--- config.mk ---
export PLATFORM = sky130hd
export DESIGN_NAME = fifo_arbiter
export DESIGN_NICKNAME = d
export VERILOG_FILES = /design/src/rtl/fifo_arb_pkg.sv /design/src/rtl/rr_arb2.sv /design/src/rtl/fifo_arbiter.sv
export SDC_FILE = /design/constraint.sdc
export NUM_CORES = 1
export LEC_CHECK = 0
export BUFFER_PORTS_ARGS = -buffer_cell sky130_fd_sc_hd__buf_4
export CORE_MARGIN = 5
export CORE_UTILIZATION = 50
export CTS_CLUSTER_SIZE = 10
export DETAILED_ROUTE_END_ITERATION = 6
export GPL_ROUTABILITY_DRIVEN = 0
export GPL_TIMING_DRIVEN = 0
export HOLD_SLACK_MARGIN = 0.08
export MAX_ROUTING_LAYER = met4
export PLACE_DENSITY_LB_ADDON = 0.15
export SETUP_SLACK_MARGIN = 0.02
export SLEW_MARGIN = 20
export SYNTH_ARGS = -nofsm -noshare
export SYNTH_HDL_FRONTEND = slang
export SYNTH_HIERARCHICAL = 1
export SYNTH_SLANG_ARGS = --single-unit
--- constraint.sdc ---
create_clock -name clk -period 2.7 [get_ports clk]
set_input_delay 0.405 -clock clk [delete_from_list [all_inputs] [get_ports clk]]
set_output_delay 0.405 -clock clk [all_outputs]
set_load 0.1 [all_outputs]
--- src/rtl/fifo_arb_pkg.sv ---
// Shared constants for the dual-core FIFO arbiter: opcodes, FSM states, core IDs.
// Pure declarations; no logic.
package fifo_arb_pkg;

  localparam logic [1:0] OP_NOP   = 2'b00;
  localparam logic [1:0] OP_READ  = 2'b01;
  localparam logic [1:0] OP_WRITE = 2'b10;

  typedef enum logic [1:0] {
    ST_IDLE  = 2'b00,
    ST_ISSUE = 2'b01,
    ST_DONE  = 2'b10
  } state_e;

  localparam logic CORE0 = 1'b0;
  localparam logic CORE1 = 1'b1;

endpackage

--- src/rtl/rr_arb2.sv ---
// Two-way round-robin pick: pointer holder wins a tie, a lone requester always wins.
// Combinational, zero latency; no backpressure of its own.
module rr_arb2
  import fifo_arb_pkg::*;
(
  input  logic [1:0] req_i,
  input  logic       ptr_i,
  output logic [1:0] gnt_o,
  output logic       ptr_o
);

  always_comb begin
    gnt_o = req_i;
    ptr_o = ptr_i;
    if (req_i == 2'b11) begin
      gnt_o = (ptr_i == CORE1) ? 2'b10 : 2'b01;
    end
    if (gnt_o != 2'b00) begin
      ptr_o = gnt_o[0] ? CORE1 : CORE0;
    end
  end

endmodule

--- src/rtl/fifo_arbiter.sv ---
// Shares one FIFO between two cores: round-robin grant, command in cycle T+1, ack in T+2.
// One transaction per 3 cycles; requests arriving while busy simply wait on req.
module fifo_arbiter
  import fifo_arb_pkg::*;
#(
  parameter int DATA_WIDTH   = 4,
  parameter int NUM_ENTRIES  = 2,
  parameter int OPCODE_WIDTH = 2,
  parameter int EXTRA_BIT    = 1,
  parameter int LINE_WIDTH   = DATA_WIDTH + OPCODE_WIDTH + EXTRA_BIT,
  parameter int COUNT_WIDTH  = 3
) (
  input  logic                   clk,
  input  logic                   reset,
  input  logic                   c0_req,
  input  logic                   c0_op,
  input  logic [DATA_WIDTH-1:0]  c0_wdata,
  output logic                   c0_ack,
  output logic                   c0_err,
  output logic [DATA_WIDTH-1:0]  c0_rdata,
  input  logic                   c1_req,
  input  logic                   c1_op,
  input  logic [DATA_WIDTH-1:0]  c1_wdata,
  output logic                   c1_ack,
  output logic                   c1_err,
  output logic [DATA_WIDTH-1:0]  c1_rdata,
  output logic [LINE_WIDTH-1:0]  fifo_vector,
  input  logic [DATA_WIDTH-1:0]  fifo_rdata,
  output logic [COUNT_WIDTH-1:0] fifo_count
);

  state_e                 state_q;
  logic                   ptr_q;
  logic                   ptr_d;
  logic                   gid_q;
  logic                   op_q;
  logic                   legal_q;
  logic [LINE_WIDTH-1:0]  vec_q;
  logic [COUNT_WIDTH-1:0] count_q;
  logic [1:0]             ack_q;
  logic [1:0]             err_q;
  logic [DATA_WIDTH-1:0]  rdata_q [2];

  logic [1:0]              req;
  logic [1:0]              gnt;
  logic                    gid_d;
  logic                    op_d;
  logic                    legal_d;
  logic [DATA_WIDTH-1:0]   wdata_d;
  logic [OPCODE_WIDTH-1:0] opc_d;
  logic [DATA_WIDTH-1:0]   pay_d;
  logic [LINE_WIDTH-1:0]   cmd_d;

  assign req = {c1_req, c0_req};

  rr_arb2 u_rr_arb2 (
    .req_i (req),
    .ptr_i (ptr_q),
    .gnt_o (gnt),
    .ptr_o (ptr_d)
  );

  // Legality is judged against our own count so the FIFO never sees an illegal command.
  always_comb begin
    gid_d   = gnt[1];
    op_d    = gid_d ? c1_op : c0_op;
    wdata_d = gid_d ? c1_wdata : c0_wdata;
    legal_d = op_d ? (count_q != COUNT_WIDTH'(NUM_ENTRIES)) : (count_q != '0);
    opc_d   = op_d ? OPCODE_WIDTH'(OP_WRITE) : OPCODE_WIDTH'(OP_READ);
    pay_d   = op_d ? wdata_d : {DATA_WIDTH{1'b0}};
    cmd_d   = '0;
    if (legal_d) begin
      cmd_d = {opc_d, pay_d, EXTRA_BIT'(gid_d)};
    end
  end

  always_ff @(posedge clk or posedge reset) begin
    if (reset) begin
      state_q    <= ST_IDLE;
      ptr_q      <= CORE0;
      gid_q      <= CORE0;
      op_q       <= 1'b0;
      legal_q    <= 1'b0;
      vec_q      <= '0;
      count_q    <= '0;
      ack_q      <= '0;
      err_q      <= '0;
      rdata_q[0] <= '0;
      rdata_q[1] <= '0;
    end else begin
      case (state_q)
        ST_IDLE: begin
          if (req != 2'b00) begin
            gid_q   <= gid_d;
            op_q    <= op_d;
            legal_q <= legal_d;
            vec_q   <= cmd_d;
            ptr_q   <= ptr_d;
            state_q <= ST_ISSUE;
          end
        end
        ST_ISSUE: begin
          vec_q <= '0;
          if (legal_q) begin
            if (op_q) begin
              count_q <= count_q + COUNT_WIDTH'(1);
            end else begin
              count_q <= count_q - COUNT_WIDTH'(1);
              rdata_q[gid_q] <= fifo_rdata;
            end
          end
          ack_q[gid_q] <= 1'b1;
          err_q[gid_q] <= ~legal_q;
          state_q      <= ST_DONE;
        end
        ST_DONE: begin
          ack_q   <= '0;
          err_q   <= '0;
          state_q <= ST_IDLE;
        end
        default: begin
          vec_q   <= '0;
          ack_q   <= '0;
          err_q   <= '0;
          state_q <= ST_IDLE;
        end
      endcase
    end
  end

  assign fifo_vector = vec_q;
  assign fifo_count  = count_q;
  assign c0_ack      = ack_q[0];
  assign c1_ack      = ack_q[1];
  assign c0_err      = err_q[0];
  assign c1_err      = err_q[1];
  assign c0_rdata    = rdata_q[0];
  assign c1_rdata    = rdata_q[1];

endmodule
==> flow_summary_export.csv, run 1 <==
group,metric,value,unit
outcome,status,"finished clean",
detailed_routing,final_antenna_net_count,0,
floorplanning,coreArea,2450,um^2
worst_hold_path,hold_path_class,"in2async",
detailed_routing,vias,841,
place,port_buffers,39,
worst_setup_path,crit_path_start_kind,"register",
layout,drive_gt1_frac,0.526,
timing,min_period_over_period,0.612,
layout,fillers,186,
timing,fin_skew,0.00146,ns
global_routing,grt_pass1_vias,855,
timing,rsz0062_at_grt,"false",
clock_tree,cts_root_buffer,"clkbuf_4",
worst_setup_path,crit_fanout,7,
timing,slew_violations,0,
worst_setup_path,crit_start,"fifo_count[1]$_DFFE_PP0P_",
floorplanning,ios,40,
clock_tree,post_cts_buffers,0,
worst_setup_path,crit_path_top_delay_cell,"dfrtp_1",
worst_setup_path,crit_chain,"buf_4",
clock_tree,clkTransAtPathRegs,0.14,ns
logic_synthesis,synth_area,1260,um^2
logic_synthesis,synthesis.nets,109,
clock_tree,htreeDepth,1,
global_routing,antenna_found_initial,0,
detailed_routing,drt_iter0_drc,10,
detailed_routing,postRouteWirelength,2290,um
global_routing,grt_pass1_wl,3890,um
floorplanning,initial_utilization,0.515,
detailed_routing,wl_per_cell,14.1,um
worst_setup_path,cp_slowest_stage_delay,0.57,ns
global_routing,grt_start_max_net_pins,29,
clock_tree,clock_path_buffers,2,
detailed_routing,drc,0,
worst_setup_path,critPathRequiredTime,2.30,ns
logic_synthesis,syn_inst,90,
detailed_routing,dr.pass1.iters,4,
worst_setup_path,crit_arrival,1.25,ns
clock_tree,insertion_delay,0.31,ns
clock_tree,holdBufCountCts,0,
layout,antenna_cells,0,
floorplanning,die_h,60.3,um
layout,fin_util,0.665,
timing,max_freq,605,MHz
logic_synthesis,synth_area_per_cell,14.1,um^2
detailed_routing,viasPerCell,5.16,
timing,worstMarginPinSlew,0.964,ns
timing,fin_setup_tns,0,ns
clock_tree,postCtsResizedCells,0,
timing,final_hold_viol_count,0,
logic_synthesis,ys_warn_count,6,
worst_setup_path,path_buf_inv,1,
clock_tree,cts.sinks,28,
global_routing,grt_overflow,0,
floorplanning,die_area,3640,um^2
layout,fin_nets,153,
worst_setup_path,regToRegStartpoint,"ptr_q$_DFFE_PP0P_",
timing,setup_viol,0,
worst_setup_path,crit_type,"reg2out",
clock_tree,cts_tree,"done",
floorplanning,num_rows,18,
timing,relSlewSlack,0.353,
clock_tree,cts_made_buffers,3,
global_routing,track_usage,0.147,
floorplanning,die_w,60.3,um
flow_run,maxCapViolCount,0,
worst_setup_path,critPathTopFamily,"flip-flops",
layout,syn2layout_area_growth,29.0,%
place,dpl.hpwl,1740,um
worst_setup_path,worstSetupEndpointType,"primary output",
timing,period_needed,1.65,ns
per-stage QoR:
step	area (um^2)	std cells	setup slack [ns]	hold WS, ns
2_1_floorplan	1260	90	0.713	0.470
3_3_place_gp	1600	159	1.04	0.471
3_5_place_dp	1600	159	1.01	0.489
4_1_cts	1630	163	1.02	0.306
5_1_grt	1630	163	0.960	0.205
6_report	1630	163	1.05	0.177
sequential cells by signal (all words and copies together), names as in the netlist:
register / cells
ack_q: 2
c0_rdata: 4
c1_rdata: 4
err_q: 2
fifo_count: 3
fifo_vector: 7
gid_q: 1
legal_q: 1
op_q: 1
ptr_q: 1
state_q: 2
routing by layer:
layer,track usage,part of all wire,up-vias
li1,-,-,412
met1,0.189,0.44,401
met2,0.236,0.47,26
met3,0.0324,0.082,2
met4,0.0380,0.0057,0
met5,-,0,-
layout make-up:
class / instances / area [um^2] / area share
flip-flops and latches: 28 / 701 / 0.429
clock buffers: 4 / 36.3 / 0.0222
well taps: 30 / 37.5 / 0.0230
inverters: 3 / 11.3 / 0.00690
repair buffers: 39 / 293 / 0.179
plain buffers: 3 / 20.0 / 0.0123
multi-input cells: 56 / 533 / 0.327
final timing paths:
kind / depth (start not counted) / end / slack (ns)
max: 1 / fifo_count[1] / 1.05
min: 2 / c0_rdata[3]$_DFFE_PP0P_ / 0.18
max reg2reg: 6 / fifo_vector[3]$_DFFE_PP0P_ / 1.14
min reg2reg: 1 / fifo_vector[6]$_DFFE_PP0P_ / 0.51
max in group asynchronous: 2 / fifo_count[2]$_DFFE_PP0P_ / 2.09
min in group clk: 2 / c1_rdata[1]$_DFFE_PP0P_ / 0.32
cell usage in the layout, fill, tap and decap left out, types with 2 or more instances in the layout:
master and n:
mux2_2 15, xor2_1 3, a21oi_1 3, nor2b_1 2, buf_4 41, a22o_1 4
a32o_1 2, inv_1 2, clkbuf_4 3, nor2_1 7, xnor2_1 2, dfrtp_1 28
Power of run 1 is left out: the tool's default activity adds up to more than one toggle a clock period on the data nets, which glitch-free logic cannot reach.
==> run 2: changes to the inputs <==
--- a/config.mk
+++ b/config.mk
@@ -5,9 +5,10 @@
 export SDC_FILE = /design/constraint.sdc
 export NUM_CORES = 1
 export LEC_CHECK = 0
+export ABC_AREA = 1
 export BUFFER_PORTS_ARGS = -buffer_cell sky130_fd_sc_hd__buf_4
 export CORE_MARGIN = 5
-export CORE_UTILIZATION = 50
+export CORE_UTILIZATION = 45
 export CTS_CLUSTER_SIZE = 10
 export DETAILED_ROUTE_END_ITERATION = 6
 export GPL_ROUTABILITY_DRIVEN = 0
==> constraint.sdc (replaced) <==
create_clock -name clk -period 1.5 [get_ports clk]
set_input_delay 0.225 -clock clk [delete_from_list [all_inputs] [get_ports clk]]
set_output_delay 0.225 -clock clk [all_outputs]
set_load 0.1 [all_outputs]
==> run 2 against run 1 <==
Compared with the run above:
- final area grew 6.8%
- register-to-register slack lost 1.0 ns
- count of clock-buffer cells in the layout is the same
- largest cell class unchanged
- die area grew 14%
- sequential cell count is the same
- first-iteration DRC count grew to 3.1 times the previous value
==> flow_summary_export.csv, run 2 <==
group,metric,value,unit
outcome,status,"finished clean",
floorplanning,ios,40,
layout,syn2layout_area_growth,30.4,%
timing,period_needed,1.37,ns
detailed_routing,viasPerCell,4.72,
place,place_ws,0.102,ns
global_routing,grt_overflow,0,
place,dpl.hpwl,2300,um
timing,worstMarginPinSlew,0.565,ns
clock_tree,htreeDepth,1,
timing,max_freq,730,MHz
worst_setup_path,crit_path_start_kind,"register",
detailed_routing,dr.pass1.iters,4,
layout,mostFrequentLayoutCells,"68 x nand2_1, 43 x buf_4, 25 x dfrtp_1",
worst_setup_path,crit_fanout,3,
timing,slew_violations,0,
layout,largest_reg_flops,7,
floorplanning,num_rows,19,
layout,layout_commonest_cell,"nand2_1",
clock_tree,cts_made_buffers,3,
layout,fin_area,1740,um^2
detailed_routing,drc,0,
clock_tree,clkTransAtPathRegs,0.14,ns
floorplanning,coreArea,2810,um^2
logic_synthesis,synth_area_per_cell,8.25,um^2
logic_synthesis,syn_inst,162,
timing,fin_ws,0.130,ns
global_routing,grt_pass1_wl,4860,um
global_routing,grt_pass1_vias,1198,
worst_hold_path,hold_path_class,"in2reg",
logic_synthesis,ys_warn_count,6,
timing,min_period_over_period,0.913,
worst_setup_path,worstSetupEndpointType,"register",
layout,drive_gt1_frac,0.314,
flow_run,maxCapViolCount,0,
clock_tree,cts_root_buffer,"clkbuf_4",
floorplanning,die_w,64.5,um
detailed_routing,final_antenna_net_count,0,
layout,fin_util,0.621,
worst_setup_path,crit_arrival,1.59,ns
clock_tree,clock_path_buffers,2,
layout,fin_nets,230,
worst_setup_path,critPathRequiredTime,1.72,ns
detailed_routing,vias,1137,
place,port_buffers,39,
layout,fillers,246,
global_routing,grt_start_max_net_pins,29,
detailed_routing,wl_per_cell,11.9,um
timing,setup_viol,0,
detailed_routing,postRouteWirelength,2880,um
layout,antenna_cells,0,
clock_tree,insertion_delay,0.31,ns
timing,rsz0062_at_grt,"false",
detailed_routing,drt_iter0_drc,31,
clock_tree,cts_tree,"done",
logic_synthesis,synthesis.nets,181,
timing,relSlewSlack,0.623,
worst_setup_path,crit_type,"reg2reg",
global_routing,antenna_found_initial,0,
place,dpl_cell_area,1670,um^2
floorplanning,die_area,4160,um^2
floorplanning,initial_utilization,0.476,
logic_synthesis,synth_area,1340,um^2
global_routing,track_usage,0.151,
timing,fin_skew,0.00106,ns
floorplanning,die_h,64.5,um
timing,final_hold_viol_count,0,
timing,fin_setup_tns,0,ns
clock_tree,cts.sinks,28,
run 2: layout make-up:
type | count | area [um^2] | area share
flip-flops and latches | 28 | 704 | 0.404
multi-input cells | 108 | 543 | 0.312
repair buffers | 44 | 333 | 0.191
inverters | 26 | 97.6 | 0.0560
well taps | 31 | 38.8 | 0.0223
clock buffers | 4 | 26.3 | 0.0151
run 2: timing repair:
action / in CTS / in global routing
setup endpoints to repair: 0 / 5
gates resized for setup: 0 / 2
setup buffers: 0 / 4
hold endpoints to repair: 0 / 28
hold buffers: 0 / 1
run 2: critical path, stage by stage, from the launching register on:
cell	delay, ns
dfrtp_1	0.46
inv_1	0.10
fa_2	0.35
xnor2_1	0.16
nand2_1	0.08
xor2_1	0.13
run 2: metrics by stage:
stage	hold WS, ns	cells
finish	0.168	241
global route	0.147	241
CTS	0.161	236
detailed placement	0.464	232
global placement	0.464	232
floorplan	0.290	162
run 2: path summary, 6_finish.rpt:
check	from	end	slack, ns	depth (start not counted)
worst max-delay path	op_q$_DFFE_PP0P_	fifo_count[2]$_DFFE_PP0P_	0.13	5
worst min-delay path	fifo_rdata[1]	c1_rdata[1]$_DFFE_PP0P_	0.17	3
worst max register to register	op_q$_DFFE_PP0P_	fifo_count[2]$_DFFE_PP0P_	0.13	5
worst min register to register	ack_q[1]$_DFFE_PP0N_	ack_q[1]$_DFFE_PP0N_	0.50	2
max in group asynchronous	reset	fifo_count[0]$_DFFE_PP0P_	0.60	3
min in group asynchronous	reset	c1_rdata[0]$_DFFE_PP0P_	0.50	3
run 2: layer usage:
layer	track usage	wire length (um)	share of wire
met1	0.160	1130	0.39
met2	0.277	1530	0.53
met3	0.0173	166	0.058
met4	0.0739	53	0.018
met5	-	0	0
Power of run 2 is left out for the same reason.
